`config.mk`:
```
export PLATFORM = sky130hd
export DESIGN_NAME = fetch_ctrl
export DESIGN_NICKNAME = d
export VERILOG_FILES = /design/src/rtl/fetch_ctrl.sv
export SDC_FILE = /design/constraint.sdc
export NUM_CORES = 1
export LEC_CHECK = 0
export CAP_MARGIN = 30
export CELL_PAD_IN_SITES_DETAIL_PLACEMENT = 1
export CELL_PAD_IN_SITES_GLOBAL_PLACEMENT = 1
export CORE_UTILIZATION = 38
export DETAILED_ROUTE_END_ITERATION = 6
export PLACE_DENSITY_LB_ADDON = 0.1
export SYNTH_ARGS = -nofsm -noshare
export SYNTH_HDL_FRONTEND = slang
export SYNTH_SLANG_ARGS = --single-unit
```
`constraint.sdc`:
```
create_clock -name clk -period 2.9 [get_ports clk]
set_clock_uncertainty 0.15 [all_clocks]
set_input_delay 0.29 -clock clk [delete_from_list [all_inputs] [get_ports clk]]
set_output_delay 0.29 -clock clk [all_outputs]
set_load 0.005 [all_outputs]
```
`src/rtl/fetch_ctrl.sv`:
```
// Instruction fetch controller: drives a ready-handshaked instruction memory and
// presents one instruction at a time to decode, with a one-entry skid buffer and redirect squashing.
module fetch_ctrl #(
   parameter logic [31:0] RESET_PC = 32'h0,
   parameter logic [31:0] PC_STEP  = 32'd1
) (
   input  logic        clk,
   input  logic        rst,
   input  logic        PCsrc,
   input  logic [31:0] PCalu,
   input  logic        stall,
   output logic        imem_req,
   output logic [31:0] imem_addr,
   input  logic        imem_ready,
   input  logic [31:0] imem_rdata,
   output logic [31:0] inst,
   output logic [31:0] pc_out,
   output logic        inst_valid
);

   typedef enum logic [1:0] {IDLE, BUSY, FULL} state_t;

   state_t      state_q, state_d;
   logic [31:0] pc_q, pc_d;
   logic [31:0] tgt_q, tgt_d;
   logic        squash_q, squash_d;
   logic [31:0] skid_inst_q, skid_inst_d;
   logic [31:0] skid_pc_q, skid_pc_d;
   logic [31:0] inst_q, inst_d;
   logic [31:0] pc_out_q, pc_out_d;
   logic        inst_valid_q, inst_valid_d;
   logic        consume;

   assign consume = inst_valid_q && !stall;

   always_comb begin
      state_d      = state_q;
      pc_d         = pc_q;
      tgt_d        = tgt_q;
      squash_d     = squash_q;
      skid_inst_d  = skid_inst_q;
      skid_pc_d    = skid_pc_q;
      inst_d       = inst_q;
      pc_out_d     = pc_out_q;
      inst_valid_d = inst_valid_q;

      unique case (state_q)
         IDLE: begin
            if (PCsrc) pc_d = PCalu;
            state_d = BUSY;
         end
         BUSY: begin
            if (PCsrc) begin
               // A redirect while waiting keeps the address on the bus and parks the target.
               inst_valid_d = 1'b0;
               if (imem_ready) begin
                  pc_d     = PCalu;
                  squash_d = 1'b0;
               end else begin
                  tgt_d    = PCalu;
                  squash_d = 1'b1;
               end
            end else if (imem_ready && !squash_q) begin
               pc_d = pc_q + PC_STEP;
               if (!inst_valid_q || !stall) begin
                  inst_d       = imem_rdata;
                  pc_out_d     = pc_q;
                  inst_valid_d = 1'b1;
               end else begin
                  skid_inst_d = imem_rdata;
                  skid_pc_d   = pc_q;
                  state_d     = FULL;
               end
            end else begin
               if (imem_ready) begin
                  pc_d     = tgt_q;
                  squash_d = 1'b0;
               end
               if (consume) inst_valid_d = 1'b0;
            end
         end
         FULL: begin
            if (PCsrc) begin
               inst_valid_d = 1'b0;
               pc_d         = PCalu;
               state_d      = BUSY;
            end else if (!stall) begin
               inst_d       = skid_inst_q;
               pc_out_d     = skid_pc_q;
               inst_valid_d = 1'b1;
               state_d      = BUSY;
            end
         end
         default: state_d = IDLE;
      endcase
   end

   always_ff @(posedge clk) begin
      if (rst) begin
         state_q      <= IDLE;
         pc_q         <= RESET_PC;
         tgt_q        <= '0;
         squash_q     <= 1'b0;
         skid_inst_q  <= '0;
         skid_pc_q    <= '0;
         inst_q       <= '0;
         pc_out_q     <= '0;
         inst_valid_q <= 1'b0;
      end else begin
         state_q      <= state_d;
         pc_q         <= pc_d;
         tgt_q        <= tgt_d;
         squash_q     <= squash_d;
         skid_inst_q  <= skid_inst_d;
         skid_pc_q    <= skid_pc_d;
         inst_q       <= inst_d;
         pc_out_q     <= pc_out_d;
         inst_valid_q <= inst_valid_d;
      end
   end

   // Request is also masked while rst is high so a reset mid-access drops the bus immediately.
   assign imem_req   = (state_q == BUSY) && !rst;
   assign imem_addr  = pc_q;
   assign inst       = inst_q;
   assign pc_out     = pc_out_q;
   assign inst_valid = inst_valid_q;

endmodule
```
# After elaboration in Yosys (flattened, before gate mapping)
# Index checks and enable logic that the tools add are counted.
word_totals:
  inputBits: 69
  register_bits: 196
  wordCells: 83
classes:
  addsub: 1
  bitwise_logic: 3
  n_mux: 35
  reduce_logical: 20
  n_eq_ne: 15
op_table:
  columns: ["cell", "count"]
  rows:
  - ["two-way mux 32 bit", 15]
  - ["one-hot mux 32 bit (2 select lines)", 3]
  - ["adder 32 x 1 -> 32 bit, second input constant", 1]
  - ["AND reduction 4 bit", 4]
  - ["inequality test 2 bit, second input constant", 7]
  - ["two-way mux 1 bit", 10]
  - ["two-way mux 2 bit", 5]
  - ["inequality test 3 bit, second input constant", 3]
  - ["inequality test 4 bit, second input constant", 2]
  - ["one-hot mux 2 bit (3 select lines)", 1]
  - ["AND reduction 3 bit", 2]
  - ["AND reduction 6 bit", 1]
  - ["nonzero test 2 bit", 3]
  - ["zero test 1 bit", 4]
  - ["logical AND 1 bit", 3]
  - ["NOT 1 bit", 3]
  - ["equality test 2 x 1 -> 1 bit, second input constant", 1]
  - ["equality test 2 bit, second input constant", 1]
  - ["zero test 2 bit", 1]
  - ["inequality test 2 x 1 -> 1 bit, second input constant", 1]
  - ["one-hot mux 1 bit (2 select lines)", 1]
  - ["OR reduction 2 bit", 1]
  - ["logical OR 1 bit", 1]

# Logic depth before layout (Yosys ltp)
# Gate-level depths: netlist (run 1).
logic_depth:
  ltp_word: 6
  depth_mapped: 9
  depth_no_buf: 6

# Worst setup path before layout (run 1)
# OpenSTA, ideal clock, no wires.
synth_timing:
  kind: "reg2reg"
  start: "register pc_q[0] (netlist: imem_addr[0])"
  end: "register pc_q[22] (netlist: imem_addr[22])"
  path_buffers: 1
  setup_time_ns: 0.079
  required_time_ns: 2.671
  stages_incl_launch_ff: 8
  arrival_time_ns: 2.175
  synth_period_minus_slack_ns: 2.404
  path_slack_ns: 0.496
  path_cell_list: "dfxtp_1 ha_1 nand4_1 or3_1 buf_2 or4_1 a31o_1 a211oi_2"
synth_between:
  elab_chain_len: 4
synth_rtl:
  columns: ["item", "line_no", "source"]
  rows:
  - ["from (decl)", "24", "logic [31:0] pc_q, pc_d;"]
  - ["from (signal assigned)", "111", "pc_q <= pc_d;"]
  - ["adder 32 x 1 -> 32 bit", "64", "pc_d = pc_q + PC_STEP;"]
  - ["two-way mux 32 bit", "63", "end else if (imem_ready && !squash_q) begin"]
  - ["two-way mux 32 bit", "53", "if (PCsrc) begin"]
  - ["one-hot mux 32 bit (2 select lines)", "47", "unique case (state_q)"]
# No other way between the ends.
# A chain may end at the register's enable or synchronous reset.

# Worst setup path after layout (run 1)
# Same ends and word-level chain as after synthesis.

==> results of run 1 <==
==> flip-flops by register name, summed over array words and instances (netlist names) <==
register / count
inst_valid: 1
tgt_q: 32
inst: 32
imem_addr: 32
state_q: 2
squash_q: 1
skid_pc_q: 32
skid_inst_q: 32
pc_out: 32
==> layer usage <==
layer / routed length, um / GRT usage, %
met1: 13600 / 32.7
met3: 1030 / 4.31
met4: 428 / 6.69
met5: 0 / 0
met2: 12800 / 38.3
==> cell type report <==
type / instances / area, um^2
Sequential cell: 196 / 3920
Fill cell: 2654 / 10800
Tap cell: 280 / 350
Multi-Input combinational cell: 834 / 4350
Clock buffer: 18 / 439
Timing Repair Buffer: 209 / 2070
Clock inverter: 13 / 141
Inverter: 4 / 15.0
==> report_power, final <==
group / internal, mW / switching, mW
registers: 2.79 / 0.103
clock network: 1.24 / 1.16
logic: 0.397 / 0.397
total: 4.43 / 1.66
==> synth_stat cells (all sizes together) (5+ instances only) <==
| master | instances | area (um^2) |
|---|---|---|
| nand2 | 333 | 1250 |
| dfxtp | 196 | 3920 |
| a21oi | 120 | 601 |
| nor2 | 112 | 420 |
| clkbuf | 87 | 327 |
| a311oi | 66 | 578 |
| o21ai | 24 | 120 |
| a211oi | 20 | 155 |
| buf | 17 | 75.1 |
| nor3 | 15 | 75.1 |
| nand4 | 14 | 103 |
| mux2i | 8 | 80.1 |
| nand3 | 8 | 40.0 |
| nor4 | 8 | 50.1 |
| a221oi | 7 | 61.3 |
| nor2b | 7 | 43.8 |
| or3 | 6 | 37.5 |
| a211o | 5 | 43.8 |
| a21o | 5 | 37.5 |
| a22o | 5 | 43.8 |
| and4 | 5 | 43.8 |
| o31ai | 5 | 37.5 |
==> how the worst max path moves through the flow <==
stage,startpoint,endpoint,slack [ns],cells after the start
detailed placement,PCsrc,skid_inst_q[31],0.32,6
floorplan,imem_addr[0],imem_addr[22],0.50,7
CTS,state_q[0],imem_req,0.32,4
finish,imem_addr[0],imem_addr[22],0.34,6
global placement,imem_addr[0],imem_addr[22],0.40,6
global route,state_q[0],imem_req,0.19,4
==> placed cells by master, fill, tap and decap left out, types with 14 or more instances in the layout <==
| cell type | n |
|---|---|
| a311oi_1 | 66 |
| clkdlybuf4s50_1 | 165 |
| nand2_1 | 333 |
| a21oi_1 | 119 |
| buf_4 | 36 |
| o21ai_0 | 24 |
| nor2_1 | 110 |
| a211oi_1 | 19 |
| dfxtp_1 | 196 |
| clkbuf_16 | 17 |
| nor3_1 | 14 |
==> metrics by stage <==
step	area, um^2	utilization, %	power [mW]	worst slack [ns]	hold WS [ns]
6_report	11300	51.1	6.09	0.338	0.111
5_1_grt	11300	51.1	6.33	0.189	0.113
4_1_cts	11300	51.1	6.14	0.320	0.0937
3_5_place_dp	10700	48.5	3.75	0.322	0.298
3_3_place_gp	10700	48.5	3.74	0.404	0.291
2_1_floorplan	8660	-	3.29	0.496	0.237
==> cells by family (layout without fill, tap and decap cells) <==
| family | Yosys count | in the layout | synth area share [%] |
|---|---|---|---|
| xor+xnor | 7 | 7 | 0.708 |
| fa+ha+maj | 1 | 1 | 0.145 |
| mux | 8 | 8 | 0.925 |
| buf+inv | 108 | 244 | 4.81 |
| flops | 196 | 196 | 45.3 |
| simple gates | 531 | 531 | 25.8 |
| compound gates | 287 | 287 | 22.2 |
==> impl_metrics.toml, run 1 <==
[run_status]
run_status = "completed"

[worst_setup_path]
r2r_cells = 6
crit_fanout = 8
cp.arrival_ns = 2.78
rr_startpoint = "imem_addr[0]"
critPathTopFamily = "simple AND/OR/NAND/NOR gates"
max_stage_delay_ns = 0.52
r2r-end = "imem_addr[22]"
cp-end-kind = "flop"
crit_chain = "ha_1 -> nand4_1 -> or3_1 -> or4_1 -> a31o_1 -> a211oi_2"
required_ns = 3.11
path_buf_inv = 0
worst-setup-path-type = "flop to flop"
cpMaxStageDelayCell = "or3_1"
start_kind = "flop"
r2r_slack_ns = 0.34

[power]
ir_worst_vdd_v = 0.000346
leakage_nw = 3.76
powerDensity_mw_per_mm2 = 540

[detailed_routing]
routed_wirelength_mm = 27.8
drc = 0
wire_per_inst_um = 17.9
drt_pre_antenna_iters = 5
postRouteAntennaNets = 0
via_per_inst = 5.48
vias = 8523
drt-initial-drc-count = 479

[yosys]
synth_seq_area_share_pct = 45.3
synth-warning-count = 0
synthesis.instances = 1138
ys_seq_elements = 196
synth_nets = 1208
synth_flop_cell = "dfxtp_1"
netlist_area_mm2 = 0.00866
synth_edf_count = 0
synth_cell_types = 55
async_flop_share_pct = 0
syn_area_per_cell_um2 = 7.61

[cts]
cts_setup_buffers = 0
cts.clk_slew.worst_paths_ns = 0.07
cts_max_level = 4
cts_resized = 0
cts.path.max_buffers = 2
cts_buffers = 17
clockRootBuffer = "clkbuf_16"
ctsHoldBuffers = 0
insertion_delay_ns = 0.44
cts.sinks = 196
cts_tree = "yes"

[finish]
area_growth_pct = 30.4
nNetsFinal = 1332
n_antenna_cell = 0
instances_no_fill = 1554
final_layout_size_suffix_gt1_share_pct = 6.91

[placed_design]
dp_hpwl_mm = 17.8
dp_cells = 1523
place.port_buffers = 166
routabilityCongestion = 0.812

[floorplanning]
dieHeight_um = 153
fp.dieArea_mm2 = 0.0234
core-area_mm2 = 0.0221
io_pins = 167
start_util_pct = 39.2
die_x_um = 153
num_rows = 54

[sta]
fmax_mhz = 390
finalSetupTns_ns = 0
hold_viol_final = 0
slew_violations = 0
grt_setup_unrepaired = "false"
period_share_pct = 88.3
slew_headroom_pct = 48.8
tightest_slew_ns = 0.768
min_period_ns = 2.56
setup_viol_count_final = 0

[run]
max_cap_violations = 0

[global_route]
grt_use_total_pct = 23.8
grt_overflow = 0
grt_max_degree = 152
grt_pass1_wl_mm = 44.9
antenna_found_initial = 0
first_global_vias = 8446

[hold_path]
hold_depth = 2
min_path_type = "input port to flop"
hold-path-endpoint = "imem_addr[13]"
hold_start = "rst"
Power figures use the tool's default switching activity.
==> run 2, diff against run 1 <==
- CTS_CLUSTER_SIZE: unset -> 40
- PLACE_DENSITY: unset -> 0.83
- PLACE_DENSITY_LB_ADDON: 0.1 -> unset
- TNS_END_PERCENT: unset -> 30
==> impl_metrics.toml, run 2 (synthesis gave the netlist of run 1 again) <==
[finish]
final_common_cell = "nand2_1"
n_fill_cell = 2659
final_cell_mix = "nand2_1 (333), dfxtp_1 (196), clkdlybuf4s50_1 (165)"
final_layout_size_suffix_gt1_share_pct = 6.69
multi_input_area_mm2 = 0.00435
n_antenna_cell = 0
seqCellArea_mm2 = 0.00392
area_growth_pct = 29.7
nNetsFinal = 1328

[floorplanning]
fp.dieArea_mm2 = 0.0234
core-area_mm2 = 0.0221
dieHeight_um = 153
start_util_pct = 39.2
num_rows = 54
die_x_um = 153
io_pins = 167

[detailed_routing]
dr_wl_met2_mm = 12.9
postRouteAntennaNets = 0
drt_pre_antenna_iters = 7
vias = 8689
dr_wl_met3_mm = 1.00
via_per_inst = 5.60
wire_per_inst_um = 17.8
top_layer = "met4"
drt-met1-wl_mm = 13.3
drt-initial-drc-count = 618
routed_wirelength_mm = 27.7
drc = 0

[worst_setup_path]
cp-end-kind = "output port"
r2r-end = "inst[20]"
crit_chain = "nor2b_1 -> nor2b_1 -> clkdlybuf4s50_1"
crit_fanout = 14
r2r_cells = 6
r2r_slack_ns = 0.38
cp.arrival_ns = 2.24
max_stage_delay_ns = 0.69
start_kind = "flop"
required_ns = 2.46
crit_start = "state_q[0]"
path_buf_inv = 1
worst-setup-path-type = "flop to output port"
critPathTopFamily = "flip-flops"
cpMaxStageDelayCell = "dfxtp_1"
rr_startpoint = "state_q[0]"
cp_common_cell = "nor2b_1"

[sta]
fmax_mhz = 373
tightest_slew_ns = 0.784
setup_viol_count_final = 0
period_share_pct = 92.5
hold_viol_final = 0
grt_setup_unrepaired = "false"
min_period_ns = 2.68
hold_slack_ns = 0.120
slew_headroom_pct = 47.7
finalSetupTns_ns = 0
slew_violations = 0

[power]
powerDensity_mw_per_mm2 = 529
leakage_nw = 3.72
ir_worst_vdd_v = 0.000323

[placed_design]
place.port_buffers = 166
dp_hpwl_mm = 18.1
routabilityCongestion = 0.845

[cts]
cts.clk_slew.worst_paths_ns = 0.07
cts_tree = "yes"
cts_setup_buffers = 0
ctsHoldBuffers = 0
cts_resized = 0
cts_buffers = 17
insertion_delay_ns = 0.43
cts_max_level = 4
cts.sinks = 196
cts.path.max_buffers = 2
clockRootBuffer = "clkbuf_16"

[global_route]
grt_use_total_pct = 23.9
grt_overflow = 0
first_global_vias = 8585
antenna_found_initial = 0
grt_max_degree = 77
grt_pass1_wl_mm = 45.3

[hold_path]
min_path_type = "input port to flop"
hold_start = "rst"
hold_depth = 2
hold-path-endpoint = "state_q[0]"

[run_status]
run_status = "completed"

[run]
max_cap_violations = 0
==> run 2: area by class of cell <==
class,count,area share [%]
timing repair buffer,205,18.2
multi-input combinational,834,38.7
tap,280,3.12
clock inverter,15,1.11
inverter,4,0.134
clock buffer,17,3.79
sequential,196,34.9
==> run 2: how the worst max path moves through the flow <==
stage | end | depth (start not counted) | slack, ns
floorplan | imem_addr[22] | 7 | 0.50
global placement | skid_inst_q[5] | 7 | 0.48
detailed placement | inst[20] | 7 | 0.39
CTS | imem_req | 3 | 0.21
global route | imem_req | 3 | 0.12
finish | imem_req | 3 | 0.22
==> run 2: through the flow <==
step | std cells | total power [mW] | worst slack, ns | util (%) | area, um^2
global route | 1551 | 6.17 | 0.122 | 50.8 | 11200
detailed placement | 1519 | 3.75 | 0.392 | 48.3 | 10700
CTS | 1551 | 5.99 | 0.210 | 50.8 | 11200
floorplan | 1138 | 3.29 | 0.496 | - | 8660
global placement | 1519 | 3.73 | 0.485 | 48.3 | 10700
finish | 1551 | 5.94 | 0.216 | 50.8 | 11200
==> run 2: metal layers <==
layer,vias up,GRT usage [%]
met2,206,39.7
met5,-,0
met3,40,3.49
met1,4222,32.3
met4,0,6.69
li1,4221,-
==> run 2: worst register-to-register path, delay by kind of cell (launching register included) <==
kind	cells	cell delay, ns
AOI/OAI and AO/OA	2	0.50
and+or+nand+nor	3	0.79
DFF	1	0.69
buffers and inverters	1	0.29
==> run 2: power by group <==
group | total (mW) | internal [mW] | switching [mW]
logic | 0.799 | 0.398 | 0.401
registers | 2.90 | 2.79 | 0.106
clock network | 2.25 | 1.12 | 1.12
total | 5.94 | 4.31 | 1.63
==> run 3, diff against run 2 <==
- CAP_MARGIN: 30 -> unset
==> results of run 3 <==
No change in the layout: final DEF, timing and power equal those of run 2.
==> variant (flow settings as in run 2) <==
Make the reset (`rst`) asynchronous in one clocked block.
--- a/src/rtl/fetch_ctrl.sv
+++ b/src/rtl/fetch_ctrl.sv
@@ -95,7 +95,7 @@
       endcase
    end
 
-   always_ff @(posedge clk) begin
+   always_ff @(posedge clk or posedge rst) begin
       if (rst) begin
          state_q      <= IDLE;
          pc_q         <= RESET_PC;
Function: differs if rst is asserted again (counterexample within 4 cycles, from zero or initial values and one cycle with rst high); with rst held inactive, the same outputs for 4 cycles.
==> variant against run 2 <==
  * Final area up 5.1%
  * Synthesized area is 6.3% higher
  * Synthesized cell count is 27% lower
  * Utilization decreased by 0.86 points
  * Highest routed layer unchanged
  * Sequential share of layout area increased by 6.6 points
  * Fmax grew 1.9%
  * Sequential cell count unchanged
  * Wire length down 7.0%
  * Setup slack better by 0.051 ns
  * Non-clock buffer count shrank 16
Power is not compared: it rests on default switching activity, and its combinational part moved more than twofold at a synthesized area within 25%.
==> variant: results (changes against run 2) <==
metric,value,unit,change
async_flop_share,100,%,+100 points
hold_path.class,primary input to async pin,,
routed_via_density,5.46,,-2.6%
wl_per_cell,19.6,um,+10%
synthMuxAreaShare,18.2,%,+17 points
grt_pass1_wl,41300,um,-8.8%
ys_seq_area_share,53.3,%,+8.0 points
crit_fanout,9,,-5
place_hpwl,17600,um,-2.6%
yosys-top-cells-area,"dfrtp_1 (53%), mux2_2 (11%), mux2i_1 (7.2%)",,
cp-startpoint,state_q[0],,
cp_top_family,simple AND/OR/NAND/NOR gates,,
ff2ff_path_depth,6,,unchanged
routabilityCongestion,0.846,,+0.13%
grt_antenna_before_repair,0,,unchanged
grt_max_degree,101,,+31%
numCtsBuffers,17,,unchanged
p_sw_share,29.6,%,
cpMaxStageDelayCell,nor2b_1,,
firstDrtPassIters,5,,-2
initialDrtViolationCount,422,,-32%
io_buffers,166,,unchanged
vdd_drop_max,0.301,mV,
yosysUniqueCellTypes,63,,+15%
cts.path.max_buffers,2,,unchanged
p_leak,5.27,nW,
cp_slowest_stage_delay,0.55,ns,-0.14 ns
outcome,"complete, no violations",,
synth_compound_area_share,11.9,%,-10 points
grt_pass1_vias,7578,,-12%
clk_pin_slew,0.07,ns,about the same
r2r_slack,0.43,ns,+0.05 ns
cts_max_level,4,,unchanged
ys_warn_count,0,,unchanged
placed_cell_area,11200,um^2,+5.2%
tightest_slew,0.591,ns,-0.193 ns
synthXorXnorAreaFrac,1.14,%,+0.43 points
r2r_start,imem_addr[0],,
antenna_cells,0,,unchanged
worstSkewPairLatency,0.43,ns,about the same
synth_fa_ha_area_share,0.136,%,-0.0086 points
endpoint,imem_req,,
grt_use_total,21.6,%,-2.3 points
fillCellCount,2583,,-2.9%
post_cts_buffers,0,,unchanged
synth_fp_nets,905,,-25%
synth_common_cells,"dfrtp_1 (196), nor2_1 (97), mux2_2 (90)",,
cts_resized,0,,unchanged
nets,1049,,-21%
drive_gt1_share,16.4,%,+9.7 points
cts_root_buf,clkbuf_16,,
timing.rr.end,imem_addr[22],,
arrival,2.19,ns,-0.05 ns
-- variant: cell families (layout without fill, tap and decap cells) --
kind of cell,after synthesis,count (layout)
AND/OR/NAND/NOR,215,215
XOR/XNOR,12,12
multiplexers,156,156
buffers and inverters,72,229
adder cells (fa/ha/maj),1,1
AO/OA/AOI/OAI,183,183
flip-flops,196,196
-- variant: through the flow --
step | setup TNS, ns | cells | utilization (%) | hold WS, ns | setup WS [ns]
after CTS | 0 | 1311 | 50.0 | 0.316 | 0.244
after detailed placement | 0 | 1279 | 47.6 | 0.326 | 0.213
after global placement | 0 | 1279 | 47.6 | 0.312 | 0.355
after floorplan | -16.46 | 835 | - | 0.226 | -1.14
after global routing | 0 | 1311 | 50.0 | 0.313 | 0.169
final | 0 | 1311 | 50.0 | 0.259 | 0.267
-- variant: power by group through the flow --
stage / combinational (mW) / sequential [mW] / clock [mW]
6_report: 2.16 / 3.97 / 2.29
5_1_grt: 2.38 / 4.06 / 2.44
4_1_cts: 2.19 / 3.97 / 2.34
3_5_place_dp: 2.17 / 4.02 / 0
3_3_place_gp: 2.07 / 3.96 / 0
2_1_floorplan: 1.06 / 3.87 / 0
-- variant: cell type report --
cell class              count  area [um^2]  area share [%]
multi-input cells         567         3960            33.6
flip-flops and latches    196         4900            41.6
clock buffers              21          460            3.90
well taps                 319          399            3.38
clock inverters            11          103           0.870
repair buffers            189         1930            16.4
inverters                   8         33.8           0.286
-- variant: tightest hold or removal path: cells and delay by family --
| family | cells | cell delay, ns |
|---|---|---|
| buffers and inverters | 3 | 1.00 |
-- variant: per-layer routing --
layer  GRT usage, %  wire length, um
met3           3.94             1450
met2           36.1            12500
met1           28.6            11400
met5              0                0
met4           5.96              330
